--- src/rtl/adc_trigger_gen_pkg.sv ---
// Shared definitions for the ADC trigger timebase: register map, CTRL bit
// positions and the counter slope encoding.
package adc_trigger_gen_pkg;

    localparam logic [2:0] ADDR_CTRL     = 3'd0;
    localparam logic [2:0] ADDR_TOP      = 3'd1;
    localparam logic [2:0] ADDR_CMP      = 3'd2;
    localparam logic [2:0] ADDR_DIV      = 3'd3;
    localparam logic [2:0] ADDR_STATUS   = 3'd4;
    localparam logic [2:0] ADDR_TRIG_CNT = 3'd5;

    localparam int unsigned CTRL_EN    = 0;
    localparam int unsigned CTRL_UP_EN = 1;
    localparam int unsigned CTRL_DN_EN = 2;

    typedef enum logic {
        PH_UP = 1'b0,
        PH_DN = 1'b1
    } phase_e;

endpackage

--- src/rtl/adc_trigger_gen_counter.sv ---
// Center-aligned up/down counter; boundary marks every edge that returns
// the count to zero (idle, top==0, or leaving 1 on the down slope).
module updown_counter
    import adc_trigger_gen_pkg::*;
#(
    parameter int unsigned W = 16
) (
    input  logic         clk,
    input  logic         reset,
    input  logic         run,
    input  logic [W-1:0] top,
    output logic [W-1:0] count,
    output phase_e       phase,
    output logic         boundary
);

    logic [W-1:0] count_nxt;
    phase_e       phase_nxt;

    always_comb begin
        count_nxt = count;
        phase_nxt = phase;
        boundary  = !run || (top == '0) || ((phase == PH_DN) && (count == W'(1)));
        if (boundary) begin
            count_nxt = '0;
            phase_nxt = PH_UP;
        end else begin
            case (phase)
                PH_UP: begin
                    if (count == top - W'(1)) begin
                        count_nxt = top;
                        phase_nxt = PH_DN;
                    end else begin
                        count_nxt = count + W'(1);
                    end
                end
                PH_DN: count_nxt = count - W'(1);
            endcase
        end
    end

    always_ff @(posedge clk) begin
        if (reset) begin
            count <= '0;
            phase <= PH_UP;
        end else begin
            count <= count_nxt;
            phase <= phase_nxt;
        end
    end

endmodule

--- src/rtl/adc_trigger_gen.sv ---
// PWM-synchronous ADC trigger generator: register file, period shadows,
// decimation and compare around a center-aligned counter.
module adc_trigger_gen
    import adc_trigger_gen_pkg::*;
#(
    parameter int unsigned W           = 16,
    parameter int unsigned DEFAULT_TOP = 2500
) (
    input  logic         clk,
    input  logic         reset,
    input  logic         MMS_read,
    input  logic         MMS_write,
    input  logic [2:0]   MMS_address,
    input  logic [31:0]  MMS_writedata,
    output logic [31:0]  MMS_readdata,
    output logic         trig_out,
    output logic         period_start,
    output logic [W-1:0] count_out
);

    logic         en, up_en, dn_en;
    logic [W-1:0] top_reg, cmp_reg;
    logic [7:0]   div_reg;
    logic [15:0]  trig_cnt;

    logic [W-1:0] top_sh, cmp_sh;
    logic [7:0]   div_sh, div_ctr;

    logic         wr_ctrl, wr_top, wr_cmp, wr_div, wr_trig_cnt;
    logic         en_next;
    logic [W-1:0] top_next, cmp_next;
    logic [7:0]   div_next;
    logic         run, boundary, match;
    logic [W-1:0] count;
    phase_e       phase;
    logic         unused_bits;

    assign wr_ctrl     = MMS_write && (MMS_address == ADDR_CTRL);
    assign wr_top      = MMS_write && (MMS_address == ADDR_TOP);
    assign wr_cmp      = MMS_write && (MMS_address == ADDR_CMP);
    assign wr_div      = MMS_write && (MMS_address == ADDR_DIV);
    assign wr_trig_cnt = MMS_write && (MMS_address == ADDR_TRIG_CNT);

    // Next-register values: shadows load these so a same-cycle write wins.
    assign en_next  = wr_ctrl ? MMS_writedata[CTRL_EN] : en;
    assign top_next = wr_top  ? MMS_writedata[W-1:0]   : top_reg;
    assign cmp_next = wr_cmp  ? MMS_writedata[W-1:0]   : cmp_reg;
    assign div_next = wr_div  ? MMS_writedata[7:0]     : div_reg;

    // Disable acts on the writing edge; enable restarts from a held zero.
    assign run = en && en_next;

    updown_counter #(.W(W)) u_counter (
        .clk      (clk),
        .reset    (reset),
        .run      (run),
        .top      (top_sh),
        .count    (count),
        .phase    (phase),
        .boundary (boundary)
    );

    assign match = run && (top_sh != '0) && (count == cmp_sh) && (div_ctr == '0) &&
                   (((phase == PH_UP) && up_en) || ((phase == PH_DN) && dn_en));

    always_ff @(posedge clk) begin
        if (reset) begin
            en       <= 1'b0;
            up_en    <= 1'b0;
            dn_en    <= 1'b0;
            top_reg  <= W'(DEFAULT_TOP);
            cmp_reg  <= '0;
            div_reg  <= '0;
            top_sh   <= W'(DEFAULT_TOP);
            cmp_sh   <= '0;
            div_sh   <= '0;
            div_ctr  <= '0;
            trig_out <= 1'b0;
            trig_cnt <= '0;
        end else begin
            en      <= en_next;
            top_reg <= top_next;
            cmp_reg <= cmp_next;
            div_reg <= div_next;
            if (wr_ctrl) begin
                up_en <= MMS_writedata[CTRL_UP_EN];
                dn_en <= MMS_writedata[CTRL_DN_EN];
            end
            if (boundary) begin
                top_sh <= top_next;
                cmp_sh <= cmp_next;
                div_sh <= div_next;
            end
            if (!run) begin
                div_ctr <= '0;
            end else if (boundary && (top_sh != '0)) begin
                div_ctr <= (div_ctr == div_sh) ? '0 : div_ctr + 8'd1;
            end
            trig_out <= match;
            if (wr_trig_cnt) begin
                trig_cnt <= '0;
            end else if (trig_out) begin
                trig_cnt <= trig_cnt + 16'd1;
            end
        end
    end

    assign period_start = en && (count == '0);
    assign count_out    = count;

    always_comb begin
        MMS_readdata = '0;
        case (MMS_address)
            ADDR_CTRL: begin
                MMS_readdata[CTRL_EN]    = en;
                MMS_readdata[CTRL_UP_EN] = up_en;
                MMS_readdata[CTRL_DN_EN] = dn_en;
            end
            ADDR_TOP:      MMS_readdata[W-1:0] = top_reg;
            ADDR_CMP:      MMS_readdata[W-1:0] = cmp_reg;
            ADDR_DIV:      MMS_readdata[7:0]   = div_reg;
            ADDR_STATUS: begin
                MMS_readdata[W-1:0] = count;
                MMS_readdata[31]    = (phase == PH_DN);
            end
            ADDR_TRIG_CNT: MMS_readdata[15:0]  = trig_cnt;
            default:       MMS_readdata = '0;
        endcase
    end

    // Reads have no side effects; upper write-data bits have no home.
    assign unused_bits = ^{MMS_read, MMS_writedata};

endmodule

--- config.mk ---
export PLATFORM = sky130hd
export DESIGN_NAME = adc_trigger_gen
export DESIGN_NICKNAME = d
export VERILOG_FILES = /design/src/rtl/adc_trigger_gen_pkg.sv /design/src/rtl/adc_trigger_gen_counter.sv /design/src/rtl/adc_trigger_gen.sv
export SDC_FILE = /design/constraint.sdc
export NUM_CORES = 1
export LEC_CHECK = 0
export CORE_MARGIN = 1
export CORE_UTILIZATION = 45
export DETAILED_ROUTE_END_ITERATION = 12
export HOLD_SLACK_MARGIN = 0.15
export PLACE_DENSITY = 0.72
export SETUP_SLACK_MARGIN = 0.5
export SLEW_MARGIN = 20
export SYNTH_ARGS = -nofsm -noshare
export SYNTH_HDL_FRONTEND = slang
export SYNTH_SLANG_ARGS = --single-unit
--- constraint.sdc ---
create_clock -name clk -period 8.4 [get_ports clk]
set_input_delay 2.52 -clock clk [delete_from_list [all_inputs] [get_ports clk]]
set_output_delay 2.52 -clock clk [all_outputs]
set_load 0.1 [all_outputs]
# After elaboration in Yosys (flattened, before gate mapping)
# Cells that the tools add are included.
# op_classes
n_mux	13
n_bitwise	2
n_reduce_logical	27
n_eq_ne	9
n_addsub	5
# op_table
cell	count
two-way mux 16 bit	3
adder 16 x 1 -> 16 bit, second input constant	2
equality test 16 bit	2
logical NOT 16 bit	2
case mux 16 bit (2 select lines)	1
case mux 8 bit (4 select lines)	1
subtractor 16 x 1 -> 16 bit, second input constant	2
case mux 5 bit (5 select lines)	1
case mux 3 bit (6 select lines)	1
equality test 16 x 1 -> 1 bit, second input constant	1
two-way mux 8 bit	2
nonzero test 16 bit	1
logical AND 1 bit	15
adder 8 x 1 -> 8 bit, second input constant	1
equality test 8 bit	1
logical NOT 8 bit	1
equality test 3 x 2 -> 1 bit, second input constant	2
equality test 3 bit, second input constant	2
OR reduction 2 bit	3
two-way mux 1 bit	4
equality test 3 x 1 -> 1 bit, second input constant	1
logical NOT 3 bit	1
logical OR 1 bit	3
NOT 1 bit	2
logical NOT 1 bit	1
# totals
in_bits	39
elab_cells	70
out_inout_bits	50
ff_bits	125

# Logic depth before layout (Yosys ltp)
# Gate-level depths: netlist (run 1).
# logic_depth
depth_word	8
ltp_mapped	12
ltp_nobuf	10

# Hierarchy
# Synthesis (run 1) repeated with hierarchy kept, for this count alone.
# unflattened
cells_unflattened	870
area_unflattened_um2	7274.5
# modules_own_cells
module	instances	seq_area_each_um2	cells_per_inst	area_per_inst_um2
adc_trigger_gen	1	2162.1	568	5122.4
updown_counter	1	340.3	302	2152.1

# Worst setup path after synthesis (run 1)
# No wires, ideal clock.
# synth_path
path_type	input to output
startpoint	in MMS_address[1]
endpoint	out MMS_readdata[31]
slack_ns	0.642
cell_stages	5
path_buffers	3
t_arrival_ns	5.238
required_time_ns	5.880
path_cell_list	clkbuf_1 > nand2b_1 > clkbuf_1 > clkbuf_1 > nor3_1
# synth_between
elab_chain_len	2
# synth_rtl
item	line	source
start: declaration	adc_trigger_gen.sv:13	input logic [2:0] MMS_address,
equality test 3 bit	adc_trigger_gen.sv:113	case (MMS_address)
two-way mux 1 bit	adc_trigger_gen.sv:113	
end: declaration	adc_trigger_gen.sv:15	output logic [31:0] MMS_readdata,
# Every way passes these cells.

# Worst setup path in the final report (run 1)
# layout_path
startpoint	in MMS_address[1]
endpoint	out MMS_readdata[5]
# layout_between
elab_chain_len	2
word_cells_on_any_way	6
cone_classes	eq/ne (5); mux (1)
# layout_rtl
item	line
equality test 3 bit, or another cell as far along	adc_trigger_gen.sv:113
case mux 5 bit (5 select lines) *	adc_trigger_gen.sv:113
# Every way passes the cells marked *; elsewhere a longest branch is shown, timed or not.

==> flow_metrics.py, run 1 <==
metrics = {
    "setup_path": {
        "crit-reg2reg-launch": "top_sh[0]$_SDFFE_PP0P_",
        "cp-end-kind": "primary output",
        "critical_path.slowest_cell": "sky130_fd_sc_hd__clkdlybuf4s50_1",
        "startpoint_type": "primary input",
        "crit_fanout": 19,
        "critPathRequiredTime_ns": 5.88,
        "cp.arrival_ns": 4.70,
        "startpoint": "MMS_address[1]",
        "cp_top_family": "buffers and inverters",
        "crit_buf_inv": 2,
        "setup.worst_path.class": "in2out",
        "cpPeakStageDelay_ns": 0.79,
        "path_cells": "clkdlybuf4s50_1 > nand2b_1 > o22ai_1 > buf_12",
    },
    "power_and_ir_drop": {
        "p_int_mw": 1.07,
        "share_clk_of_total_power_pct": 48.3,
        "power.share.switching_pct": 26.7,
        "switchingPower_mw": 0.390,
        "comb_power_share_pct": 9.4,
        "vdd_drop_max_mv": 0.155,
        "power.leakage_nw": 3.12,
        "power_density_mw_per_mm2": 180,
        "seqPwrFrac_pct": 42.3,
    },
    "yosys": {
        "synth.mux.area_fraction_pct": 5.46,
        "synth_top_family_by_area": "simple AND/OR/NAND/NOR gates",
        "synthesis.area_mm2": 0.00682,
        "post_synth_inst_count": 812,
        "synth_flop_cell": "sky130_fd_sc_hd__dfxtp_1",
        "synthXorXnorAreaFrac_pct": 10.5,
        "ys_ff_latch": 125,
        "yosys.area_share.simple_pct": 22.0,
        "post_synth_num_cell_types": 67,
        "synthesis.area_per_instance_um2": 8.40,
        "yosysWarningCount": 0,
        "synth_compound_gate_area_share_pct": 17.6,
        "count_of_flip_flops_with_a_built_in_enable_after_synthesis": 0,
        "synth-seq-area-share_pct": 36.7,
        "synth-async-reset-ratio_pct": 0,
        "post_synth_fa_ha_maj_area_fraction_pct": 1.47,
    },
    "grt": {
        "largest_net_degree_at_the_start_of_global_routing": 42,
        "antenna_found_initial": 0,
        "first_pass_grt_wire_length_um": 30300,
        "globalRoute.totalOverflow": 0,
        "grt_pass1_vias": 5498,
        "grtUsageTotal_pct": 24.8,
    },
    "timing": {
        "final_max_slew_viols": 0,
        "fin_setup_tns_ns": 0,
        "setup-violations-final": 0,
        "hold_violation_count_in_the_final_report": 0,
        "worstMarginPinSlew_ns": 0.979,
        "rsz0062_at_grt": "no",
        "period_needed_ns": 7.22,
        "fmax_mhz": 138,
        "clock_skew_ns": 0.00729,
        "portion_of_the_clock_cycle_consumed_by_the_worst_path_in_the_final_layout_pct": 86.0,
        "relative_slew_slack_pct": 34.5,
    },
    "cts": {
        "clock_tree.root_cell": "sky130_fd_sc_hd__clkbuf_16",
        "clock-sinks": 125,
        "post_cts_setup_buffers": 0,
        "hold_buffers": 0,
        "cts_resized": 0,
        "clock_tree.buffer_depth": 2,
        "path_clk_slew_ns": 0.06,
        "cts_tree": "built",
        "clk-insertion-delay-late_ns": 0.43,
        "cts-buffers-inserted": 17,
        "h-tree-depth": 4,
    },
    "min_path": {
        "timing.hold.worst.class": "reg2reg",
        "hold_path_startpoint": "top_reg[10]$_SDFF_PP0_",
    },
    "routing": {
        "wirelength_um": 19000,
        "drt-wirelength-per-cell_um": 18.3,
        "route.vias.total": 6024,
        "ant_nets": 0,
        "post_drt_via_cell_ratio": 5.83,
        "drt-pass1-iter-count": 7,
        "drt_drc_violations_left": 0,
        "drt-initial-drc-count": 649,
    },
    "die": {
        "fp.coreArea_mm2": 0.0146,
        "dieWidth_um": 125,
        "overall_die_area_mm2": 0.0157,
        "num_rows": 44,
        "io_pins": 89,
        "initial_utilization_pct": 46.6,
        "die_y_um": 125,
    },
    "finish": {
        "area.sequential_mm2": 0.00250,
        "areaGrowthSynthToFinish_pct": 18.6,
        "layout_commonest_cell": "sky130_fd_sc_hd__dfxtp_1",
        "num-fill-cells": 1313,
        "nets": 884,
        "multi_input_gate_area_mm2": 0.00396,
        "final_cell_mix": "sky130_fd_sc_hd__dfxtp_1, sky130_fd_sc_hd__nand2_1, sky130_fd_sc_hd__a21oi_1, sky130_fd_sc_hd__nor2_1, sky130_fd_sc_hd__xor2_1",
        "fraction_of_final_layout_cells_sized_beyond_drive_strength_1_pct": 10.2,
        "antenna_diode_count": 0,
        "final_core_utilization_pct": 55.2,
        "post-route-cell-area_mm2": 0.00809,
    },
    "status": {
        "status": "finished clean",
    },
    "placement": {
        "dp.final_hpwl_um": 13000,
        "finalWeightedCongestion": 0.848,
        "placement.cell_area_mm2": 0.00752,
        "port_buffers": 56,
    },
    "run": {
        "max_cap_violations": 0,
    },
}
-- synth_stat cells (10+ instances only) --
cell type	n	area share, %
sky130_fd_sc_hd__nor2_1	54	3.0
sky130_fd_sc_hd__nor4_1	14	1.3
sky130_fd_sc_hd__buf_1	10	0.55
sky130_fd_sc_hd__buf_4	15	1.7
sky130_fd_sc_hd__a21oi_1	62	4.5
sky130_fd_sc_hd__a22oi_1	13	1.4
sky130_fd_sc_hd__mux2i_1	26	3.8
sky130_fd_sc_hd__nand3_1	16	1.2
sky130_fd_sc_hd__inv_1	12	0.66
sky130_fd_sc_hd__nand4_1	15	1.4
sky130_fd_sc_hd__o22ai_1	15	1.4
sky130_fd_sc_hd__o22a_1	32	4.1
sky130_fd_sc_hd__dfxtp_1	125	37
sky130_fd_sc_hd__xor2_1	51	6.5
sky130_fd_sc_hd__nand2_1	112	6.2
sky130_fd_sc_hd__xnor2_1	26	3.3
sky130_fd_sc_hd__o21ai_0	18	1.3
sky130_fd_sc_hd__clkbuf_1	49	2.7
sky130_fd_sc_hd__nor3_1	15	1.1
-- layer usage --
metal / part of all wire, % / track usage [%] / vias up / wire length [um]
met1: 45 / 33.1 / 2869 / 8480
met2: 47 / 38.9 / 227 / 8850
li1: - / - / 2898 / -
met3: 6.6 / 5.73 / 30 / 1250
met4: 2.0 / 9.83 / 0 / 387
met5: 0 / 0 / - / 0
-- final timing paths --
kind / end / slack [ns] / depth (start not counted)
setup / recovery: MMS_readdata[5] / 1.18 / 4
hold / removal: top_reg[10]$_SDFF_PP0_ / 0.48 / 2
setup reg to reg: u_counter.count[8]$_SDFF_PP0_ / 4.71 / 10
hold reg to reg: top_reg[10]$_SDFF_PP0_ / 0.48 / 2
-- stage by stage --
step,power [mW],hold slack (ns),setup WS (ns),cells
detailed placement,0.765,0.471,1.23,1002
finish,1.46,0.479,1.18,1034
floorplan,0.733,0.452,0.642,826
global route,1.51,0.505,1.11,1034
CTS,1.46,0.479,1.21,1034
global placement,0.764,0.470,1.27,1002
-- power by group through the flow --
stage,clock [mW],sequential [mW],combinational (mW)
CTS,0.709,0.617,0.136
global placement,0,0.629,0.135
finish,0.705,0.617,0.137
detailed placement,0,0.629,0.136
floorplan,0,0.625,0.108
global route,0.743,0.618,0.145
-- cell type report --
type                       instances  area share [%]
multi-input combinational        610            49.0
sequential                       125            30.9
timing repair buffer              71            9.65
clock buffer                      19            5.60
tap                              184            2.85
clock inverter                    13            1.45
inverter                          12           0.557
-- cell families after synthesis --
logic type / Yosys count
other: 1
XOR/XNOR: 79
buffers and inverters: 91
adder cells (fa/ha/maj): 8
AO/OA/AOI/OAI: 178
AND/OR/NAND/NOR: 296
multiplexers: 34
flip-flops: 125
-- worst register-to-register path, cell delays in order, from the launching register on --
cell and delay [ns]:
sky130_fd_sc_hd__dfxtp_1 0.43, sky130_fd_sc_hd__inv_1 0.09, sky130_fd_sc_hd__ha_1 0.34, sky130_fd_sc_hd__nor2b_1 0.19
sky130_fd_sc_hd__o311ai_0 0.37, sky130_fd_sc_hd__o2111ai_1 0.20, sky130_fd_sc_hd__nor4_1 0.78, sky130_fd_sc_hd__nand4_4 0.47
sky130_fd_sc_hd__nand2b_1 0.36, sky130_fd_sc_hd__o22ai_1 0.23, sky130_fd_sc_hd__a211oi_1 0.07
Power figures use the tool's default switching activity.
==> inputs of run 2 (changes only) <==
--- a/config.mk
+++ b/config.mk
@@ -5,11 +5,13 @@
 export SDC_FILE = /design/constraint.sdc
 export NUM_CORES = 1
 export LEC_CHECK = 0
+export CELL_PAD_IN_SITES_DETAIL_PLACEMENT = 0
+export CELL_PAD_IN_SITES_GLOBAL_PLACEMENT = 1
 export CORE_MARGIN = 1
 export CORE_UTILIZATION = 45
 export DETAILED_ROUTE_END_ITERATION = 12
 export HOLD_SLACK_MARGIN = 0.15
-export PLACE_DENSITY = 0.72
+export PLACE_DENSITY = 0.91
 export SETUP_SLACK_MARGIN = 0.5
 export SLEW_MARGIN = 20
 export SYNTH_ARGS = -nofsm -noshare
==> flow_metrics.py, run 2 (synthesis results as in run 1) <==
metrics = {
    "timing": {
        "fmax_mhz": 139,
        "worstMarginPinSlew_ns": 0.987,
        "final_max_slew_viols": 0,
        "rsz0062_at_grt": "no",
        "relative_slew_slack_pct": 34.0,
        "clock_skew_ns": 0.00483,
        "hold_violation_count_in_the_final_report": 0,
        "period_needed_ns": 7.21,
        "fin_setup_tns_ns": 0,
        "setup-violations-final": 0,
        "fin_worst_hold_slack_ns": 0.474,
        "portion_of_the_clock_cycle_consumed_by_the_worst_path_in_the_final_layout_pct": 85.9,
        "fin_ws_ns": 1.19,
    },
    "finish": {
        "areaGrowthSynthToFinish_pct": 19.3,
        "nets": 879,
        "fraction_of_final_layout_cells_sized_beyond_drive_strength_1_pct": 9.70,
        "finish.cell_count_without_fillers": 1029,
        "final_cell_mix": "sky130_fd_sc_hd__dfxtp_1, sky130_fd_sc_hd__nand2_1, sky130_fd_sc_hd__a21oi_1, sky130_fd_sc_hd__nor2_1, sky130_fd_sc_hd__xor2_1",
        "layout_commonest_cell": "sky130_fd_sc_hd__dfxtp_1",
        "antenna_diode_count": 0,
    },
    "setup_path": {
        "cp.depth": 6,
        "cp_top_family": "buffers and inverters",
        "crit_buf_inv": 3,
        "startpoint_type": "primary input",
        "crit_fanout": 32,
        "critical_path.slowest_cell": "sky130_fd_sc_hd__nor2b_1",
        "path_cells": "clkdlybuf4s50_1 > buf_4 > nor2b_1 > a22oi_1 > o221ai_1 > buf_12",
        "r2r.worst_path.cells": 10,
        "setup.worst_path.class": "in2out",
        "cpPeakStageDelay_ns": 0.67,
        "r2r_setup_slack_ns": 4.66,
        "cp-end-kind": "primary output",
        "cp.arrival_ns": 4.69,
        "critPathRequiredTime_ns": 5.88,
    },
    "grt": {
        "largest_net_degree_at_the_start_of_global_routing": 49,
        "grt.met2_usage_pct": 40.0,
        "grt_pass1_vias": 5656,
        "grtUsageMet3_pct": 5.09,
        "grt.met1_usage_pct": 34.5,
        "grtUsageTotal_pct": 25.2,
        "first_pass_grt_wire_length_um": 30600,
        "gr_busiest_metal": "met2",
        "antenna_found_initial": 1,
        "globalRoute.totalOverflow": 0,
    },
    "cts": {
        "cts_resized": 0,
        "clk-insertion-delay-late_ns": 0.42,
        "hold_buffers": 0,
        "clock_tree.buffer_depth": 2,
        "clock-sinks": 125,
        "cts-buffers-inserted": 17,
        "cts_tree": "built",
        "path_clk_slew_ns": 0.06,
        "h-tree-depth": 4,
        "post_cts_setup_buffers": 0,
        "clock_tree.root_cell": "sky130_fd_sc_hd__clkbuf_16",
    },
    "routing": {
        "route.vias.total": 6012,
        "post_drt_via_cell_ratio": 5.84,
        "ant_nets": 0,
        "wirelength_um": 19400,
        "drt_drc_violations_left": 0,
        "drt-wirelength-per-cell_um": 18.8,
        "drt-pass1-iter-count": 7,
        "drt-initial-drc-count": 536,
    },
    "placement": {
        "place_worst_setup_slack_ns": 1.28,
        "finalWeightedCongestion": 0.887,
        "dp.final_hpwl_um": 13500,
        "place.detailed.instances": 997,
        "port_buffers": 56,
    },
    "die": {
        "initial_utilization_pct": 46.6,
        "die_y_um": 125,
        "io_pins": 89,
        "fp.coreArea_mm2": 0.0146,
        "overall_die_area_mm2": 0.0157,
        "num_rows": 44,
        "dieWidth_um": 125,
    },
    "min_path": {
        "hold_depth": 2,
        "timing.hold.worst.class": "reg2reg",
    },
    "power_and_ir_drop": {
        "power.total_mw": 1.57,
        "power_density_mw_per_mm2": 193,
        "power.leakage_nw": 3.14,
        "vdd_drop_max_mv": 0.150,
    },
    "status": {
        "status": "finished clean",
    },
    "run": {
        "max_cap_violations": 0,
    },
}
## run 2: final cells by class
type                            count  area (um^2)
Fill cell                        1355         6500
Clock buffer                       18          439
Sequential cell                   125         2500
Multi-Input combinational cell    610         3970
Inverter                           12         45.0
Tap cell                          184          230
Timing Repair Buffer               66          743
Clock inverter                     14          214
## run 2: tightest hold or removal path, stage by stage, from the launching register on
cell                      delay (ns)
sky130_fd_sc_hd__dfxtp_1        0.31
sky130_fd_sc_hd__nand2_1        0.05
sky130_fd_sc_hd__a21oi_1        0.07
## run 2: metrics by stage
step	utilization (%)	cell area (um^2)
detailed placement	51.1	7490
CTS	55.6	8140
finish	55.6	8140
global route	55.6	8140
global placement	51.1	7480
floorplan	-	6880
## run 2: where the power goes
group | internal (mW) | switching (mW) | leakage, nW
clock | 0.535 | 0.281 | 0.313
sequential | 0.604 | 0.0123 | 1.01
combinational | 0.0430 | 0.0948 | 1.82
## run 2: path summary, 6_finish.rpt
kind,startpoint,to
max reg2reg,top_sh[1]$_SDFFE_PP0P_,u_counter.count[8]$_SDFF_PP0_
max,MMS_address[0],MMS_readdata[6]
min,cmp_reg[5]$_SDFF_PP0_,cmp_reg[5]$_SDFF_PP0_
min reg2reg,cmp_reg[5]$_SDFF_PP0_,cmp_reg[5]$_SDFF_PP0_
## run 2: per-layer routing
metal / wire length, um / vias up / part of all wire, %
met5: 0 / - / 0
met4: 284 / 0 / 1.5
met3: 1340 / 25 / 6.9
met2: 8880 / 219 / 46
met1: 8860 / 2873 / 46
li1: - / 2895 / -
==> inputs of run 3 (changes only) <==
--- a/config.mk
+++ b/config.mk
@@ -7,7 +7,6 @@
 export LEC_CHECK = 0
 export CELL_PAD_IN_SITES_DETAIL_PLACEMENT = 0
 export CELL_PAD_IN_SITES_GLOBAL_PLACEMENT = 1
-export CORE_MARGIN = 1
 export CORE_UTILIZATION = 45
 export DETAILED_ROUTE_END_ITERATION = 12
 export HOLD_SLACK_MARGIN = 0.15
==> results of run 3 <==
No change in the layout: final DEF, timing and power equal those of run 2.
